`src/rtl/gp_countn_adv_pkg.sv`:
```
`default_nettype none
// ============================================================================
//  Module      : gp_count_defs (package)
//  Description : Shared definitions for the parametrised GreenPAK-style
//                counter cells: RESET_VALUE selector strings, parameter
//                legality limits and a ceil(log2) helper for sizing
//                prescaler counters.
//  Revision    : 1.0 - initial release
// ============================================================================
package gp_count_defs;

    // Selector strings accepted by the RESET_VALUE parameter
    localparam string c_rv_zero     = "ZERO";
    localparam string c_rv_count_to = "COUNT_TO";

    // Legality limits
    localparam int c_width_min  = 2;
    localparam int c_width_max  = 16;
    localparam int c_divide_min = 1;
    localparam int c_divide_max = 256;

    // ceil(log2(n)); 0 for n <= 1
    function automatic int clog2(input int n);
        int r;
        int v;
        r = 0;
        v = n - 1;
        while (v > 0) begin
            r = r + 1;
            v = v >> 1;
        end
        return r;
    endfunction

    // Width of a 0..n-1 counter, never narrower than one bit
    function automatic int cnt_width(input int n);
        return (clog2(n) < 1) ? 1 : clog2(n);
    endfunction

endpackage : gp_count_defs
`default_nettype wire

```
`src/rtl/gp_countn_adv_prescaler.sv`:
```
`default_nettype none
// ============================================================================
//  Module      : gp_prescaler
//  Description : Free-running divide-by-DIVIDE prescaler. TICK is high during
//                the last CLK cycle of every DIVIDE-cycle window, so a
//                consumer sampling it on the rising edge advances once per
//                DIVIDE edges. With DIVIDE=1 TICK is constantly high.
//  Ports       : CLK  - rising-edge clock
//                RST  - asynchronous active-high reset (clears the phase)
//                TICK - enable for the consumer, combinational from phase
//  Revision    : 1.0 - initial release
// ============================================================================
module gp_prescaler
    import gp_count_defs::*;
#(
    parameter int DIVIDE = 1
) (
    input  logic CLK,
    input  logic RST,
    output logic TICK
);

    localparam int              c_pw   = cnt_width(DIVIDE);
    localparam logic [c_pw-1:0] c_last = c_pw'(DIVIDE - 1);
    localparam logic [c_pw-1:0] c_one  = c_pw'(1);

    logic [c_pw-1:0] r_pcnt;

    always_ff @(posedge CLK or posedge RST) begin
        if (RST) begin
            r_pcnt <= '0;
        end else if (TICK) begin
            r_pcnt <= '0;
        end else begin
            r_pcnt <= r_pcnt + c_one;
        end
    end

    assign TICK = (r_pcnt == c_last);

endmodule : gp_prescaler
`default_nettype wire

```
`src/rtl/gp_countn_adv.sv`:
```
`default_nettype none
// ============================================================================
//  Module      : gp_countn_adv
//  Description : Parametrised up/down counter with hold, CLKIN_DIVIDE
//                prescaler and optional one-shot stop at terminal count.
//                Terminal count is all-ones when counting up, zero when
//                counting down; ordinary mode reloads COUNT_TO there.
//  Ports       : CLK  - rising-edge clock
//                RST  - asynchronous active-high reset
//                UP   - 1 = count up, 0 = count down
//                KEEP - 1 = hold count (prescaler keeps running)
//                OUT  - terminal-count flag, combinational (follows UP)
//                POUT - current count value
//  Revision    : 1.0 - initial release
// ============================================================================
module gp_countn_adv
    import gp_count_defs::*;
#(
    parameter int    WIDTH        = 14,
    parameter int    COUNT_TO     = 1,
    parameter int    CLKIN_DIVIDE = 1,
    parameter string RESET_VALUE  = "ZERO",
    parameter int    ONE_SHOT     = 0
) (
    input  logic             CLK,
    input  logic             RST,
    input  logic             UP,
    input  logic             KEEP,
    output logic             OUT,
    output logic [WIDTH-1:0] POUT
);

    // ------------------------------------------------------------------
    // Elaboration-time parameter checks
    // ------------------------------------------------------------------
    if (WIDTH < c_width_min || WIDTH > c_width_max) begin : g_bad_width
        $fatal(1, "gp_countn_adv: WIDTH=%0d outside %0d..%0d", WIDTH, c_width_min, c_width_max);
    end
    if (CLKIN_DIVIDE < c_divide_min || CLKIN_DIVIDE > c_divide_max) begin : g_bad_divide
        $fatal(1, "gp_countn_adv: CLKIN_DIVIDE=%0d outside %0d..%0d", CLKIN_DIVIDE, c_divide_min, c_divide_max);
    end
    if (RESET_VALUE != c_rv_zero && RESET_VALUE != c_rv_count_to) begin : g_bad_reset_value
        $fatal(1, "gp_countn_adv: RESET_VALUE must be \"ZERO\" or \"COUNT_TO\"");
    end
    if (COUNT_TO < 0 || COUNT_TO > ((1 << WIDTH) - 1)) begin : g_bad_count_to
        $fatal(1, "gp_countn_adv: COUNT_TO=%0d does not fit in %0d bits", COUNT_TO, WIDTH);
    end

    localparam logic [WIDTH-1:0] c_max      = '1;
    localparam logic [WIDTH-1:0] c_one      = WIDTH'(1);
    localparam logic [WIDTH-1:0] c_count_to = WIDTH'(COUNT_TO);
    localparam logic [WIDTH-1:0] c_rst_val  = (RESET_VALUE == c_rv_count_to) ? c_count_to : '0;
    localparam bit               c_one_shot = (ONE_SHOT != 0);

    logic [WIDTH-1:0] r_count;
    logic             r_stopped;
    logic             w_tick;
    logic             w_at_term;

    gp_prescaler #(
        .DIVIDE (CLKIN_DIVIDE)
    ) u_prescaler (
        .CLK  (CLK),
        .RST  (RST),
        .TICK (w_tick)
    );

    // Terminal comparator depends on the live direction input, so OUT can
    // change between clock edges when UP toggles.
    assign w_at_term = UP ? (r_count == c_max) : (r_count == '0);

    // KEEP outranks everything, including the terminal reload and the
    // one-shot stop; a held tick is simply lost.
    always_ff @(posedge CLK or posedge RST) begin
        if (RST) begin
            r_count   <= c_rst_val;
            r_stopped <= 1'b0;
        end else if (w_tick && !KEEP && !(c_one_shot && r_stopped)) begin
            if (w_at_term) begin
                if (c_one_shot) begin
                    r_stopped <= 1'b1;
                end else begin
                    r_count <= c_count_to;
                end
            end else if (UP) begin
                r_count <= r_count + c_one;
            end else begin
                r_count <= r_count - c_one;
            end
        end
    end

    assign OUT  = w_at_term;
    assign POUT = r_count;

endmodule : gp_countn_adv
`default_nettype wire
```
`config.mk`:
```
export PLATFORM = sky130hd
export DESIGN_NAME = gp_countn_adv
export DESIGN_NICKNAME = d
export VERILOG_FILES = /design/src/rtl/gp_countn_adv_pkg.sv /design/src/rtl/gp_countn_adv_prescaler.sv /design/src/rtl/gp_countn_adv.sv
export SDC_FILE = /design/constraint.sdc
export NUM_CORES = 1
export LEC_CHECK = 0
export BUFFER_PORTS_ARGS = -buffer_cell sky130_fd_sc_hd__buf_2
export CAP_MARGIN = 5
export CELL_PAD_IN_SITES_DETAIL_PLACEMENT = 0
export CELL_PAD_IN_SITES_GLOBAL_PLACEMENT = 1
export CORE_MARGIN = 8
export CORE_UTILIZATION = 30
export CTS_CLUSTER_DIAMETER = 60
export DETAILED_ROUTE_END_ITERATION = 10
export PLACE_DENSITY = 0.64
export SLEW_MARGIN = 30
export SYNTH_ARGS = -nofsm -noshare
export SYNTH_HDL_FRONTEND = slang
export SYNTH_SLANG_ARGS = --single-unit
export TNS_END_PERCENT = 1
```
`constraint.sdc`:
```
create_clock -name CLK -period 5 [get_ports CLK]
set_input_delay 1 -clock CLK [delete_from_list [all_inputs] [get_ports CLK]]
set_output_delay 1 -clock CLK [all_outputs]
set_load 0.1 [all_outputs]
```
==> results.ini <==
[clock_tree]
h-tree-depth=1
cts_setup_buffers=0
cts_buffer_depth=2
cts_num_sinks=14
cts_hold_buf=0
cts_root_buf=clkbuf_8
clk_pin_slew_worst_paths_ns=0.07
cts_buffers=3
cts_tree=built
ctsResizeCount=0
insertion_delay_ns=0.25

[worst_hold_path]
worstHoldEndpoint=POUT[13]
hp-start=POUT[13]
hold_class=reg2reg
min_path_cells=1

[timing]
finalClockSkew_ns=0.00244
period_needed_ns=3.44
slew_violations=0
max_freq_ghz=0.291
setup_viol=0
tightest_slew_ns=0.550
hold_viol=0
fin_setup_tns_ns=0
relSlewSlack_pct=63.3
rsz0062_at_grt=no
period_share_pct=68.8

[place]
portBuffers=18
place.gp.congestion=0.790
dp_hpwl_mm=2.65

[detailed_routing]
postRouteAntennaNets=0
first_iter_violations=72
dr.pass1.iters=4
via_count=1175
vias_per_cell=5.65
routed_wl_mm=3.45
drcViolationCount=0
post_drt_wl_per_cell_um=16.6

[synth]
ys_warn_count=0
netlist_area_mm2=0.00127
synthDistinctLibCells=51
ys_ff_latch=14
async_flop_share_pct=100
synthFlopType=dfrtp_1
seq_area_frac_synth_pct=27.6
synth_edf_count=0
synth_top_area_share_pct=27.6
yosys-top-cells-area=dfrtp_1 28%, ha_1 12%, xnor2_1 4.1%, nand2_1 3.5%, a21o_1 3.0%
synth_cells=140
yosysTopAreaCell=dfrtp_1
syn-num-nets=157
syn_avg_cell_area_um2=9.08

[floorplanning]
row_count=23
core_area_mm2=0.00403
start_util_pct=31.6
die_x_um=81.1
die_h_um=81.1
io_pins=19
dieArea_mm2=0.00658

[cells_and_area]
largest_reg_flops=14
fin_nets=176
insertedDiodeCount=0
regArea_um2=350
drive_gt1_share_pct=19.6
multi_input_area_um2=880
n_fill_cell=424
syn_to_final_growth_pct=14.3

[setup_path]
crit_arrival_ns=2.44
r2r-end=POUT[12]
critical_path_class=in2out
cp_cell_sequence=buf_2, nor4_1, and4_1, or2_1, buf_2
slowest_delay_ns=0.52
end_kind=output port
cp_data_required_time_ns=4.00
r2r_slack_ns=2.54
r2r_cells=7
rr_startpoint=POUT[0]
cp-start-kind=input port
crit_top_cell=buf_2
slowest_stage=buf_2
crit_path_max_fanout=11

[outcome]
status=finished clean

[global_routing]
grt_pass1_wl_mm=5.84
grt_pass1_vias=1191
gr-total-overflow=0
grt_max_degree=24
gr-usage-all-layers_pct=11.2
grt_antenna_before_repair=0

[flow_run]
maxCapViolCount=0

-- layout by cell type (no fill, tap or decap), drive strengths merged, types with 6 or more instances in the layout --
cell,count
o21ai,9
nand4,6
buf,18
a21oi,9
xnor2,6
nand2,12
dfrtp,14
ha,12
-- Yosys cell counts, types with 2 or more instances --
library cell	instances
or3_1	2
nor2_1	4
a21oi_1	7
o21ai_0	5
and2_1	2
o31ai_1	5
nand2_1	12
nand4_1	6
and4_1	2
o21a_1	2
nor4_1	5
a22o_1	4
clkbuf_1	2
o21ai_1	4
a21o_1	5
a21oi_2	2
nor3_1	5
ha_1	12
dfrtp_1	14
inv_1	4
xnor2_1	6
-- area by class of cell --
cell class | instances | share of cell area, %
clock buffer | 4 | 3.79
tap | 50 | 4.31
multi-input combinational | 118 | 60.6
sequential | 14 | 24.1
timing repair buffer | 18 | 6.20
inverter | 4 | 1.03
-- worst max-delay path: cells and delay by family --
family                 cells  cell delay [ns]
AND/OR/NAND/NOR            3             0.78
buffers and inverters      2             0.65
-- routing by layer --
layer,vias to the layer above,GRT usage (%),share of wire (%)
li1,582,-,-
met1,557,15.4,50
met2,31,17.2,44
met3,5,1.32,3.7
met4,0,4.82,1.6
met5,-,0,0
-- cells by family after synthesis --
logic type | share of synthesized area (%)
AO/OA/AOI/OAI | 27.5
XOR/XNOR | 4.13
adder cells (fa/ha/maj) | 13.4
buffers and inverters | 3.25
flip-flops | 27.6
multiplexers | 0.787
AND/OR/NAND/NOR | 23.4
-- per-stage QoR --
step	instance area, µm²	utilization, %	hold WS (ns)	setup slack (ns)	instances
final	1450	36.1	0.583	1.56	208
after global routing	1450	36.1	0.632	1.41	208
after CTS	1450	36.1	0.595	1.54	208
after detailed placement	1400	34.7	0.580	1.55	204
after global placement	1400	34.7	0.560	1.59	204
after floorplan	1270	-	0.889	2.05	140
-- worst max path at each step --
stage / end / cells past startpoint / slack, ns / start
after floorplan: OUT / 4 / 2.05 / POUT[0]
after global placement: OUT / 5 / 1.59 / UP
after detailed placement: OUT / 5 / 1.55 / UP
after CTS: OUT / 5 / 1.54 / UP
after global routing: OUT / 5 / 1.41 / UP
final: OUT / 5 / 1.56 / UP
Power is not shown: default switching activity piles up to over one toggle a cycle in this logic, so the estimate is an artifact.
